[config.mk]
export PLATFORM = sky130hd
export DESIGN_NAME = mem_port_arbiter
export DESIGN_NICKNAME = d
export VERILOG_FILES = /design/src/rtl/mem_port_arbiter.sv
export SDC_FILE = /design/constraint.sdc
export NUM_CORES = 1
export LEC_CHECK = 0
export ABC_CLOCK_PERIOD_IN_PS = 2300
export BUFFER_PORTS_ARGS = -buffer_cell sky130_fd_sc_hd__buf_2
export CAP_MARGIN = 15
export CORE_AREA = 3 3 104 106
export CTS_BUF_LIST = sky130_fd_sc_hd__clkbuf_8
export CTS_CLUSTER_SIZE = 28
export DETAILED_ROUTE_END_ITERATION = 8
export DIE_AREA = 0 0 107 109
export PLACE_DENSITY_LB_ADDON = 0.12
export REMOVE_ABC_BUFFERS = 1
export SYNTH_ARGS = -nofsm -noshare
export SYNTH_HDL_FRONTEND = slang
export SYNTH_SLANG_ARGS = --single-unit
[constraint.sdc]
create_clock -name clk -period 2.3 [get_ports clk]
set_input_delay 0.115 -clock clk [delete_from_list [all_inputs] [get_ports clk]]
set_output_delay 0.115 -clock clk [all_outputs]
set_load 0.1 [all_outputs]
[src/rtl/mem_port_arbiter.sv]
// mem_port_arbiter
//   Shares one single-port memory (unified instruction/data RAM) between the
//   instruction-fetch requester (IF) and the load/store requester (D).
//   Each access is granted combinationally in IDLE. A store finishes in its
//   grant cycle. A read waits RD_LAT cycles and then routes mem_rdata back to
//   the port that issued it.
//
// Optional feature macro: MEM_ARB_ROUND_ROBIN_EN
//   Undefined (default): D always beats IF on simultaneous requests.
//   Defined:             ties go to the port opposite to the last grant.
//
// Ports
//   clk, rst_n                  clock, asynchronous active-low reset
//   if_req/if_addr              fetch request (held until if_gnt)
//   if_gnt/if_rvalid/if_rdata   fetch accept, read valid, read data
//   d_req/d_we/d_addr/d_wdata   load/store request (held until d_gnt)
//   d_gnt/d_rvalid/d_rdata      data accept, load valid, load data
//   mem_en/mem_we/mem_addr/mem_wdata/mem_rdata   memory interface
//   busy                        high while a read is in flight (WAIT)
module mem_port_arbiter #(
  parameter int ADDR_WIDTH = 32,
  parameter int DATA_WIDTH = 32,
  parameter int RD_LAT     = 2
) (
  input  logic                  clk,
  input  logic                  rst_n,
  input  logic                  if_req,
  input  logic [ADDR_WIDTH-1:0] if_addr,
  output logic                  if_gnt,
  output logic                  if_rvalid,
  output logic [DATA_WIDTH-1:0] if_rdata,
  input  logic                  d_req,
  input  logic                  d_we,
  input  logic [ADDR_WIDTH-1:0] d_addr,
  input  logic [DATA_WIDTH-1:0] d_wdata,
  output logic                  d_gnt,
  output logic                  d_rvalid,
  output logic [DATA_WIDTH-1:0] d_rdata,
  output logic                  mem_en,
  output logic                  mem_we,
  output logic [ADDR_WIDTH-1:0] mem_addr,
  output logic [DATA_WIDTH-1:0] mem_wdata,
  input  logic [DATA_WIDTH-1:0] mem_rdata,
  output logic                  busy
);

  typedef enum logic {
    ST_IDLE,
    ST_WAIT
  } state_t;

  typedef enum logic {
    OWN_IF,
    OWN_D
  } owner_t;

  localparam logic [3:0] LAT_INIT = 4'(RD_LAT - 1);

  state_t          state_q, state_d;
  logic [3:0]      lat_cnt_q, lat_cnt_d;
  owner_t          owner_q, owner_d;
  logic [DATA_WIDTH-1:0] if_rdata_q, d_rdata_q;

  logic tie_to_d;
  logic grant_d;
  logic grant_if;
  logic resp;

`ifdef MEM_ARB_ROUND_ROBIN_EN
  owner_t last_owner_q, last_owner_d;

  // Round robin: on a tie the port that did not win last time goes first.
  always_comb begin
    tie_to_d     = (last_owner_q == OWN_IF);
    last_owner_d = last_owner_q;
    if (grant_d) begin
      last_owner_d = OWN_D;
    end else if (grant_if) begin
      last_owner_d = OWN_IF;
    end
  end

  always_ff @(posedge clk or negedge rst_n) begin
    if (!rst_n) begin
      last_owner_q <= OWN_IF;
    end else begin
      last_owner_q <= last_owner_d;
    end
  end
`else
  // Fixed priority: loads/stores always win a tie against fetches.
  assign tie_to_d = 1'b1;
`endif

  // Grants are only possible in IDLE. They are also forced low while reset
  // is asserted so that every output reads 0 during reset.
  assign grant_d  = rst_n && (state_q == ST_IDLE) && d_req && (!if_req || tie_to_d);
  assign grant_if = rst_n && (state_q == ST_IDLE) && if_req && !grant_d;
  assign resp     = (state_q == ST_WAIT) && (lat_cnt_q == 4'd0);

  // Next-state logic plus all combinational outputs. A store never leaves
  // IDLE. A read waits RD_LAT cycles. The last WAIT cycle is the response.
  always_comb begin
    state_d   = state_q;
    lat_cnt_d = lat_cnt_q;
    owner_d   = owner_q;
    if_gnt    = grant_if;
    d_gnt     = grant_d;
    mem_en    = grant_d || grant_if;
    mem_we    = grant_d && d_we;
    mem_addr  = '0;
    mem_wdata = '0;
    busy      = (state_q == ST_WAIT);
    if_rvalid = resp && (owner_q == OWN_IF);
    d_rvalid  = resp && (owner_q == OWN_D);
    if_rdata  = if_rvalid ? mem_rdata : if_rdata_q;
    d_rdata   = d_rvalid ? mem_rdata : d_rdata_q;

    if (grant_d) begin
      mem_addr  = d_addr;
      mem_wdata = d_wdata;
    end else if (grant_if) begin
      mem_addr  = if_addr;
    end

    case (state_q)
      ST_IDLE: begin
        if ((grant_d && !d_we) || grant_if) begin
          state_d   = ST_WAIT;
          lat_cnt_d = LAT_INIT;
          owner_d   = grant_d ? OWN_D : OWN_IF;
        end
      end
      ST_WAIT: begin
        if (lat_cnt_q == 4'd0) begin
          state_d = ST_IDLE;
        end else begin
          lat_cnt_d = lat_cnt_q - 4'd1;
        end
      end
      default: begin
        state_d = ST_IDLE;
      end
    endcase
  end

  // State register. Reset abandons any read in flight.
  always_ff @(posedge clk or negedge rst_n) begin
    if (!rst_n) begin
      state_q   <= ST_IDLE;
      lat_cnt_q <= 4'd0;
      owner_q   <= OWN_IF;
    end else begin
      state_q   <= state_d;
      lat_cnt_q <= lat_cnt_d;
      owner_q   <= owner_d;
    end
  end

  // Each port keeps showing its last returned word until its next response.
  always_ff @(posedge clk or negedge rst_n) begin
    if (!rst_n) begin
      if_rdata_q <= '0;
      d_rdata_q  <= '0;
    end else begin
      if (if_rvalid) begin
        if_rdata_q <= mem_rdata;
      end
      if (d_rvalid) begin
        d_rdata_q <= mem_rdata;
      end
    end
  end

endmodule

==> metrics.txt <==
status=finished, violations left; violated checks=negative setup slack; Antenna Nets Post-Route=0; Synth Area in XOR/XNOR=0%; Max-Cap Viols=0; CTS Buf Count=9; Layout area overhead=122%; largest family of logic cells by synthesized area=multiplexers; grt ovf=0; Ports=268; WS Path Type=reg2out; final worst path period need=about 2.5 ns; first-pass GRT wire length=roughly 20000 um; simple-gate share of the synthesized area=10.0%; RSZ-0062 raised after global routing=true; Syn Std Cell Area=3290 um2; DIE HEIGHT=109 um; clock slew at reported path FFs=0.08 ns; dpl hpwl=9700 um; initial DRC count=87; clk root buf=clkbuf_8; commonest cells after routing, fill and taps aside=139 x buf_12, 133 x buf_2, 70 x dfrtp_1, 33 x and2_1; Core Region=a little under 10000 um2; DR pass1 iterations=4; most common cell after layout, fill and taps aside=buf_12; R2R depth=8; Worst Max-Slew Pin Slew=0.890 ns; Worst-Skew Late Latency=0.33 ns; NumNets Final=661; maximum clock insertion buffer count=2; Unique masters post-synth=28; DRC=0; CP max FO=9; worst path required time=roughly 2.2 ns; Mapped Cells=247; initial antenna violation count=1; YS warnings=0; post-synthesis compound-gate area fraction=between 10% and 20%; syn_area_per_cell=13.3 um2; final setup vio count=32; multiplexer share of the synthesized area=22.2%; sequential share of the synthesized area=about 53%; worst min path class=in2async; post-synthesis register bit count=70; final hold vios=0; final wirelength=13000 um; Max Clock Freq=slightly above 400 MHz; Critical Path Sink Type=primary output; WHS=about 0.065 ns; Via density=4.74; vias in the first global route=3525; Max-slew headroom=40.7%; Synth top area share=53.3%; CTS tree=yes; worst path arrival time=between 2 and 2.5 ns; Chip Width=107 um; port bufs=267; ratio of cells with drive above 1 in the final layout=70.6%; CP startpoint kind=register; final worst path period share=107%; largest net degree at the start of global routing=71; drt wl/cell=19.5 um; max-slew violations=0; die area=11700 um2; Initial Util=approximately a third; PnR worst setup slack=-0.172 ns; TritonCTS Sinks=70; GRT Util Overall=approximately 22%; fillcell total=645; Core Util, Final=73.9%; routability cong.=0.814; row cnt=36; clk_skew=0.0105 ns; H-tree Lvls=3; synth top area cells=dfrtp_1 53%, mux2_2 22%, a22o_1 8.5%; adder-cell share of the synthesized area=0.381%; vias=about 3200; area leader, netlist=dfrtp_1; FF+latch area=1750 um2; area of the multi-input gates=1560 um2
## Yosys cell counts
| cell type | n |
|---|---|
| clkbuf_1 | 5 |
| nand3b_1 | 1 |
| a211o_1 | 1 |
| nand3_2 | 1 |
| o2bb2ai_1 | 1 |
| and3_1 | 1 |
| inv_1 | 5 |
| nor3b_2 | 1 |
| nor3_1 | 3 |
| a31o_2 | 2 |
| nor2_1 | 3 |
| a31oi_1 | 1 |
| or3b_4 | 1 |
| nor3_4 | 1 |
| nor3b_1 | 1 |
| and2_1 | 33 |
| mux2i_1 | 1 |
| nor2b_1 | 1 |
| nand2b_1 | 2 |
| buf_2 | 5 |
| mux2_1 | 1 |
| mux2_2 | 63 |
| a21oi_1 | 2 |
| ha_1 | 1 |
| a22o_1 | 32 |
| dfrtp_1 | 70 |
| buf_6 | 6 |
| nand2_1 | 2 |
## state kept, by name, summed over array words and instances, names as in the netlist
signal / flops
if_rdata_q: 32
lat_cnt_q: 4
owner_q: 1
busy: 1
d_rdata_q: 32
## final cells by class
| class | count | area share, % |
|---|---|---|
| Clock buffer | 9 | 1.70 |
| Inverter | 5 | 0.258 |
| Multi-Input combinational cell | 156 | 21.4 |
| Clock inverter | 6 | 1.20 |
| Sequential cell | 70 | 24.0 |
| Timing Repair Buffer | 285 | 49.1 |
| Tap cell | 133 | 2.28 |
| Antenna cell | 1 | 0.0343 |
## critical path: stages (launching register included)
cell and delay, ns:
dfrtp_1 0.39, inv_2 0.09, ha_4 0.15, or3b_4 0.40, nor3_4 0.19, buf_4 0.16, buf_12 0.14, mux2_4 0.33
buf_12 0.17
## through the flow
step	TNS, ns	instances	setup slack [ns]	area [um2]
floorplan	-237.16	231	-2.09	3180
global placement	0	639	0.0969	6540
detailed placement	0	639	0.0249	6540
CTS	-6.72	662	-0.225	7260
global route	-8.49	665	-0.282	7290
finish	-4.44	665	-0.172	7290
## layer usage
metal | up-vias | share of wire [%] | GRT usage, %
li1 | 1449 | - | -
met4 | 0 | 1.9 | 6.12
met3 | 18 | 9.2 | 9.00
met5 | - | 0 | 0
met1 | 1536 | 36 | 24.3
met2 | 148 | 53 | 40.3
## timing repair
action                                  CTS  global route
buffers inserted                          6             3
pin swaps                                 2             1
cloned                                    2             0
hold buffers                              0             0
resized for setup                       113             6
endpoints found under the setup margin   64            65
## cell families after synthesis
kind of cell | after synthesis
multiplexers | 65
AO/OA/AOI/OAI | 39
adder cells (fa/ha/maj) | 1
AND/OR/NAND/NOR | 51
flip-flops | 70
buffers and inverters | 21
## final timing paths
check,startpoint,endpoint,slack [ns]
max,lat_cnt_q[0],if_rdata[18],-0.17
min,rst_n,d_rdata_q[22],0.07
max reg2reg,lat_cnt_q[0],if_rdata_q[29],0.23
min reg2reg,if_rdata_q[14],if_rdata_q[14],0.52
max in group asynchronous,rst_n,if_rdata_q[5],1.66
min in group clk,mem_rdata[26],if_rdata_q[26],0.07
Power is left out: the tool's default activity adds up to more than one toggle a clock period on the data nets, which glitch-free logic cannot reach.
